### src/rtl/bnn_pkg.sv
// Shared definitions for the BNN parameter load path.
//   BYTE_W          : width of the parameter byte port and of the serializer registers
//   WEIGHT_BITS     : binary weights per neuron
//   BIAS_BITS       : bias field width per neuron
//   BITS_PER_NEURON : length of one neuron's segment of the parameter shift chain
//   loader_state_e  : loader FSM states
package bnn_pkg;

  localparam int BYTE_W          = 8;
  localparam int WEIGHT_BITS     = 8;
  localparam int BIAS_BITS       = 3;
  localparam int BITS_PER_NEURON = WEIGHT_BITS + BIAS_BITS;

  typedef enum logic [1:0] {
    ST_IDLE      = 2'd0,
    ST_WAIT_BYTE = 2'd1,
    ST_SHIFT     = 2'd2,
    ST_DONE      = 2'd3
  } loader_state_e;

endpackage

### src/rtl/param_serializer.sv
// Byte-wide parallel-in/serial-out register feeding the chain head, plus a
// serial-in/parallel-out register collecting the bits leaving the chain tail.
//   clk, rst_n  : clock, asynchronous active-low reset
//   clear_i     : zero both registers (highest priority)
//   load_i      : load byte_i into the PISO
//   shift_i     : shift PISO left by one and shift ser_in_i into the SIPO LSB
//   byte_i      : parallel byte, MSB leaves first
//   ser_in_i    : bit arriving from the chain tail
//   ser_out_o   : current PISO MSB (next bit to send)
//   capture_o   : SIPO contents as they will be after this cycle's shift
module param_serializer
  import bnn_pkg::*;
(
  input  logic              clk,
  input  logic              rst_n,
  input  logic              clear_i,
  input  logic              load_i,
  input  logic              shift_i,
  input  logic [BYTE_W-1:0] byte_i,
  input  logic              ser_in_i,
  output logic              ser_out_o,
  output logic [BYTE_W-1:0] capture_o
);

  logic [BYTE_W-1:0] piso_q, piso_d;
  logic [BYTE_W-1:0] sipo_q, sipo_d;

  always_comb begin
    piso_d = piso_q;
    sipo_d = sipo_q;
    if (clear_i) begin
      piso_d = '0;
      sipo_d = '0;
    end else begin
      if (load_i) begin
        piso_d = byte_i;
      end else if (shift_i) begin
        piso_d = {piso_q[BYTE_W-2:0], 1'b0};
      end
      if (shift_i) begin
        sipo_d = capture_o;
      end
    end
  end

  always_ff @(posedge clk or negedge rst_n) begin
    if (!rst_n) begin
      piso_q <= '0;
      sipo_q <= '0;
    end else begin
      piso_q <= piso_d;
      sipo_q <= sipo_d;
    end
  end

  assign ser_out_o = piso_q[BYTE_W-1];
  // Lets the owner register a complete readback byte in the same cycle the
  // last bit of that byte is captured.
  assign capture_o = {sipo_q[BYTE_W-2:0], ser_in_i};

endmodule

### src/rtl/bnn_param_loader.sv
// Serial parameter loader for the BNN neuron chain. Accepts bytes over a
// valid/ready port, shifts them MSB-first into the chain (one bit per setup
// cycle) until NEURONS*11 bits have been sent, and returns the bits pushed
// out of the chain tail as readback bytes.
//   clk, rst_n          : clock, asynchronous active-low reset
//   start               : begin a load (only honoured when idle)
//   in_data/in_valid    : parameter byte stream; in_ready accepts a byte
//   setup, param_in     : chain shift enable and serial data to chain head
//   param_out           : serial data from chain tail
//   busy, done          : load in progress / one-cycle completion pulse
//   rb_data, rb_valid   : readback byte (first captured bit at MSB) and strobe
module bnn_param_loader
  import bnn_pkg::*;
#(
  parameter int NEURONS = 8
) (
  input  logic              clk,
  input  logic              rst_n,
  input  logic              start,
  input  logic [BYTE_W-1:0] in_data,
  input  logic              in_valid,
  output logic              in_ready,
  output logic              setup,
  output logic              param_in,
  input  logic              param_out,
  output logic              busy,
  output logic              done,
  output logic [BYTE_W-1:0] rb_data,
  output logic              rb_valid
);

  localparam int TOTAL = NEURONS * BITS_PER_NEURON;
  localparam int CNT_W = $clog2(TOTAL + 1);
  localparam logic [CNT_W-1:0] LAST_BIT = CNT_W'(TOTAL - 1);

  loader_state_e     state_q, state_d;
  logic [CNT_W-1:0]  bit_cnt_q, bit_cnt_d;
  logic [2:0]        bcnt_q, bcnt_d;
  logic [BYTE_W-1:0] rb_data_q, rb_data_d;
  logic              rb_valid_q, rb_valid_d;

  logic              ser_clear, ser_load, ser_shift, ser_out;
  logic [BYTE_W-1:0] capture;

  param_serializer u_ser (
    .clk       (clk),
    .rst_n     (rst_n),
    .clear_i   (ser_clear),
    .load_i    (ser_load),
    .shift_i   (ser_shift),
    .byte_i    (in_data),
    .ser_in_i  (param_out),
    .ser_out_o (ser_out),
    .capture_o (capture)
  );

  always_comb begin
    state_d    = state_q;
    bit_cnt_d  = bit_cnt_q;
    bcnt_d     = bcnt_q;
    rb_data_d  = rb_data_q;
    rb_valid_d = 1'b0;
    ser_clear  = 1'b0;
    ser_load   = 1'b0;
    ser_shift  = 1'b0;
    unique case (state_q)
      ST_IDLE: begin
        if (start) begin
          state_d   = ST_WAIT_BYTE;
          bit_cnt_d = '0;
          ser_clear = 1'b1;
        end
      end
      ST_WAIT_BYTE: begin
        // in_ready is high throughout this state, so in_valid alone is the handshake.
        if (in_valid) begin
          ser_load = 1'b1;
          bcnt_d   = '0;
          state_d  = ST_SHIFT;
        end
      end
      ST_SHIFT: begin
        ser_shift = 1'b1;
        bit_cnt_d = bit_cnt_q + CNT_W'(1);
        bcnt_d    = bcnt_q + 3'd1;
        if (bit_cnt_q == LAST_BIT) begin
          // End of load wins over end of byte. A partial final byte holds
          // bcnt_q+1 captured bits in its low end; left-justify them.
          state_d    = ST_DONE;
          rb_valid_d = 1'b1;
          rb_data_d  = capture << (3'd7 - bcnt_q);
        end else if (bcnt_q == 3'd7) begin
          state_d    = ST_WAIT_BYTE;
          rb_valid_d = 1'b1;
          rb_data_d  = capture;
        end
      end
      ST_DONE: begin
        state_d = ST_IDLE;
      end
      default: begin
        state_d = ST_IDLE;
      end
    endcase
  end

  always_ff @(posedge clk or negedge rst_n) begin
    if (!rst_n) begin
      state_q    <= ST_IDLE;
      bit_cnt_q  <= '0;
      bcnt_q     <= '0;
      rb_data_q  <= '0;
      rb_valid_q <= 1'b0;
    end else begin
      state_q    <= state_d;
      bit_cnt_q  <= bit_cnt_d;
      bcnt_q     <= bcnt_d;
      rb_data_q  <= rb_data_d;
      rb_valid_q <= rb_valid_d;
    end
  end

  assign in_ready = (state_q == ST_WAIT_BYTE);
  assign setup    = (state_q == ST_SHIFT);
  assign param_in = setup & ser_out;
  assign busy     = (state_q != ST_IDLE);
  assign done     = (state_q == ST_DONE);
  assign rb_data  = rb_data_q;
  assign rb_valid = rb_valid_q;

endmodule

### config.mk
export PLATFORM = sky130hd
export DESIGN_NAME = bnn_param_loader
export DESIGN_NICKNAME = d
export VERILOG_FILES = /design/src/rtl/bnn_pkg.sv /design/src/rtl/param_serializer.sv /design/src/rtl/bnn_param_loader.sv
export SDC_FILE = /design/constraint.sdc
export NUM_CORES = 1
export LEC_CHECK = 0
export CAP_MARGIN = 20
export CELL_PAD_IN_SITES_DETAIL_PLACEMENT = 1
export CELL_PAD_IN_SITES_GLOBAL_PLACEMENT = 2
export CORE_MARGIN = 1
export CORE_UTILIZATION = 38
export CTS_CLUSTER_DIAMETER = 80
export CTS_CLUSTER_SIZE = 12
export DETAILED_ROUTE_END_ITERATION = 8
export HOLD_SLACK_MARGIN = 0.06
export PLACE_DENSITY = 0.91
export SLEW_MARGIN = 20
export SYNTH_ARGS = -nofsm -noshare
export SYNTH_HDL_FRONTEND = slang
export SYNTH_HIERARCHICAL = 1
export SYNTH_SLANG_ARGS = --single-unit
export TNS_END_PERCENT = 30
### constraint.sdc
create_clock -name clk -period 2.99 [get_ports clk]
set_clock_uncertainty 0.05 [all_clocks]
set_input_delay 0.299 -clock clk [delete_from_list [all_inputs] [get_ports clk]]
set_output_delay 0.299 -clock clk [all_outputs]
set_load 0.02 [all_outputs]
==> impl_metrics.yaml <==
outcome:
  status: "complete, no violations"
pwr:
  vdd_ir_drop_max_mv: 0.306
  p_leak_nw: 1.00
  power_switching_uw: 701
  switching_share_pct: 36.9
  p_int_mw: 1.20
  seq_power_share_pct: 41.0
  p_per_area_mw_per_mm2: 803
  p_comb_share_pct: 40.2
  clockPowerShare_pct: 18.8
clock_tree:
  ctsHoldBuffers: 0
  cts_buffers: 5
  cts.sinks: 36
  cts_root_buf: "clkbuf_8"
  cts-resized-gates: 0
  post-cts-setup-buffer-count: 0
  cts_max_level: 2
  clk_pin_slew_ns: 0.08
  cts_tree: "built"
  clk_latency_ns: 0.29
  ctsLongestPathBuffers: 2
sta:
  finalSetupTns_ns: 0
  worst_pin_slew_ns: 0.520
  setup_viol: 0
  grt_setup_unrepaired: "no"
  finalCritPeriodShare_pct: 79.2
  setup_ws_ns: 0.622
  fmax_mhz: 422
  slew_headroom_pct: 65.4
  hold_violations: 0
  maxSlewViolCount: 0
  fin_crit_ns: 2.37
worst_setup_path:
  cp_data_required_time_ns: 2.64
  arrival_ns: 2.02
  cp.buffers_inverters: 2
  endpoint_kind: "output port"
  startpoint_type: "flip-flop"
  crit_chain: "nand2b_1, inv_1, and2_1, clkdlybuf4s50_1"
  cp_max_fo: 15
  slowest_stage: "clkdlybuf4s50_1"
  cp_top_family: "buffers and inverters"
  timing.rr.start: "state_q[0]"
  slowest_delay_ns: 0.59
  startpoint: "state_q[0]"
  worstSetupPathType: "reg -> out"
detailed_routing:
  detail-route-antenna-nets: 0
  routedWlPerCell_um: 14.8
  viasPerCell: 5.08
  drtPass1Iterations: 4
  vias: 1397
  remaining_drc_errors: 0
  wl_um: 4080
  drt_iter0_markers: 53
run:
  max_cap_violations: 0
logic_synthesis:
  synth.top_cell.area_share_pct: 45.1
  synth_area_mm2: 0.00200
  synth-seq-area-share_pct: 45.1
  yosysTopAreaCell: "dfrtp_1"
  synthTopCellsByCount: "dfrtp_1, mux2i_1, nand2_1, nor2_1, inv_1"
  avgSynthCellArea_um2: 11.1
  yosys-top-cells-area: "dfrtp_1, mux2i_1, mux4_2"
  post_synth_num_cell_types: 37
  synth_cells: 180
  yosysWarnings: 6
  ys_ff_latch: 36
  yosysMostFrequentCell: "dfrtp_1"
  syn_nets: 196
  synth_edf_count: 0
  yosys_most_used_dff: "dfrtp_1"
  async_reset_ff_share_pct: 100
grt:
  overflow: 0
  grt_max_degree: 37
  grt_pass1_vias: 1412
  grt_pass1_wl_um: 6880
  antenna_found_initial: 0
  grt_use_total_pct: 16.8
die:
  start_util_pct: 39.3
  die_w_um: 74.5
  row_count: 26
  coreArea_mm2: 0.00507
  ioPinCount: 27
  die_h_um: 74.5
  dieArea_mm2: 0.00555
cells_and_area:
  nNetsFinal: 220
  syn_to_final_growth_pct: 18.5
  fillCellCount: 590
  drive_above_1_share_pct: 13.2
  n_antenna_cell: 0
place:
  port-buffer-count: 26
  dp_hpwl_um: 2990
  place_congestion: 0.836
  place_ws_ns: 0.924
worst_hold_path:
  hold_class: "in -> async"
## logic make-up (layout without fill, tap and decap cells)
kind of cell	count (synthesis)	count (layout)	synth area share [%]
buffers and inverters	21	46	6.01
muxes	30	30	19.0
xor gates and xnor gates	1	1	0.439
adders and majority gates	3	3	1.88
and+or+nand+nor	51	51	13.1
DFF	36	36	45.1
AOI/OAI and AO/OA	38	38	14.5
## flip-flops by register name, indices dropped and copies added (netlist names)
signal and cells:
bcnt_q 3, bit_cnt_q 7, rb_data 8, rb_valid 1
state_q 2, u_ser/piso_q 8, u_ser/sipo_q 7
## layout by cell type (no fill, tap or decap), drive strengths merged, types with 3 or more instances in the layout
| cell | count |
|---|---|
| dfrtp | 36 |
| clkdlybuf4s50 | 26 |
| mux2i | 18 |
| nand2 | 13 |
| nor2 | 11 |
| inv | 10 |
| nand3 | 9 |
| nor2b | 8 |
| clkbuf | 8 |
| mux2 | 8 |
| o31ai | 7 |
| a211oi | 7 |
| o21ai | 6 |
| mux4 | 4 |
| and2 | 4 |
| a21oi | 3 |
| o211ai | 3 |
| ha | 3 |
## power by group through the flow
stage	clock [mW]	combinational [mW]	sequential, mW
4_1_cts	0.370	0.775	0.784
5_1_grt	0.383	0.838	0.809
2_1_floorplan	0	0.576	0.760
3_3_place_gp	0	0.751	0.779
6_report	0.356	0.764	0.780
3_5_place_dp	0	0.771	0.793
## stage by stage
| step | util (%) | hold slack [ns] | instances | instance area, um^2 | total power, mW |
|---|---|---|---|---|---|
| 2_1_floorplan | - | -0.0466 | 180 | 2000 | 1.34 |
| 3_3_place_gp | 44.9 | 0.428 | 267 | 2280 | 1.53 |
| 3_5_place_dp | 44.9 | 0.437 | 267 | 2280 | 1.56 |
| 4_1_cts | 46.6 | 0.400 | 275 | 2370 | 1.93 |
| 5_1_grt | 46.6 | 0.423 | 275 | 2370 | 2.03 |
| 6_report | 46.6 | 0.386 | 275 | 2370 | 1.90 |
## area by class of cell
type                    instances  area, um^2  share of cell area (%)
multi-input cells             123         976                    41.2
repair buffers                 28         275                    11.6
flip-flops and latches         36         901                    38.1
well taps                      70        87.6                    3.70
clock buffers                   8        90.1                    3.81
inverters                      10        37.5                    1.59
## per-layer routing
layer | routed length [um] | global-route usage [%] | up-vias | part of all wire [%]
met5 | 0 | 0 | - | 0
met4 | 68 | 6.92 | 0 | 1.7
met3 | 133 | 4.07 | 7 | 3.3
met2 | 1870 | 25.3 | 26 | 46
met1 | 2010 | 23.1 | 667 | 49
li1 | - | - | 697 | -
## worst reg2reg max path: stages (launching register included)
cell and delay [ns]:
dfrtp_1 0.41, nand2b_1 0.39, inv_1 0.20, buf_4 0.34
o21ai_4 0.21, mux2_4 0.33
## path summary, 6_finish.rpt
kind	end	slack, ns	cells past startpoint
max	param_in	0.62	4
min	state_q[0]	0.39	2
max reg2reg	rb_data[1]	0.94	5
min reg2reg	bit_cnt_q[2]	0.44	1
max in group asynchronous	bcnt_q[0]	2.18	2
min in group clk	bit_cnt_q[2]	0.44	1
No activity file was read; power rests on OpenSTA's default activity.
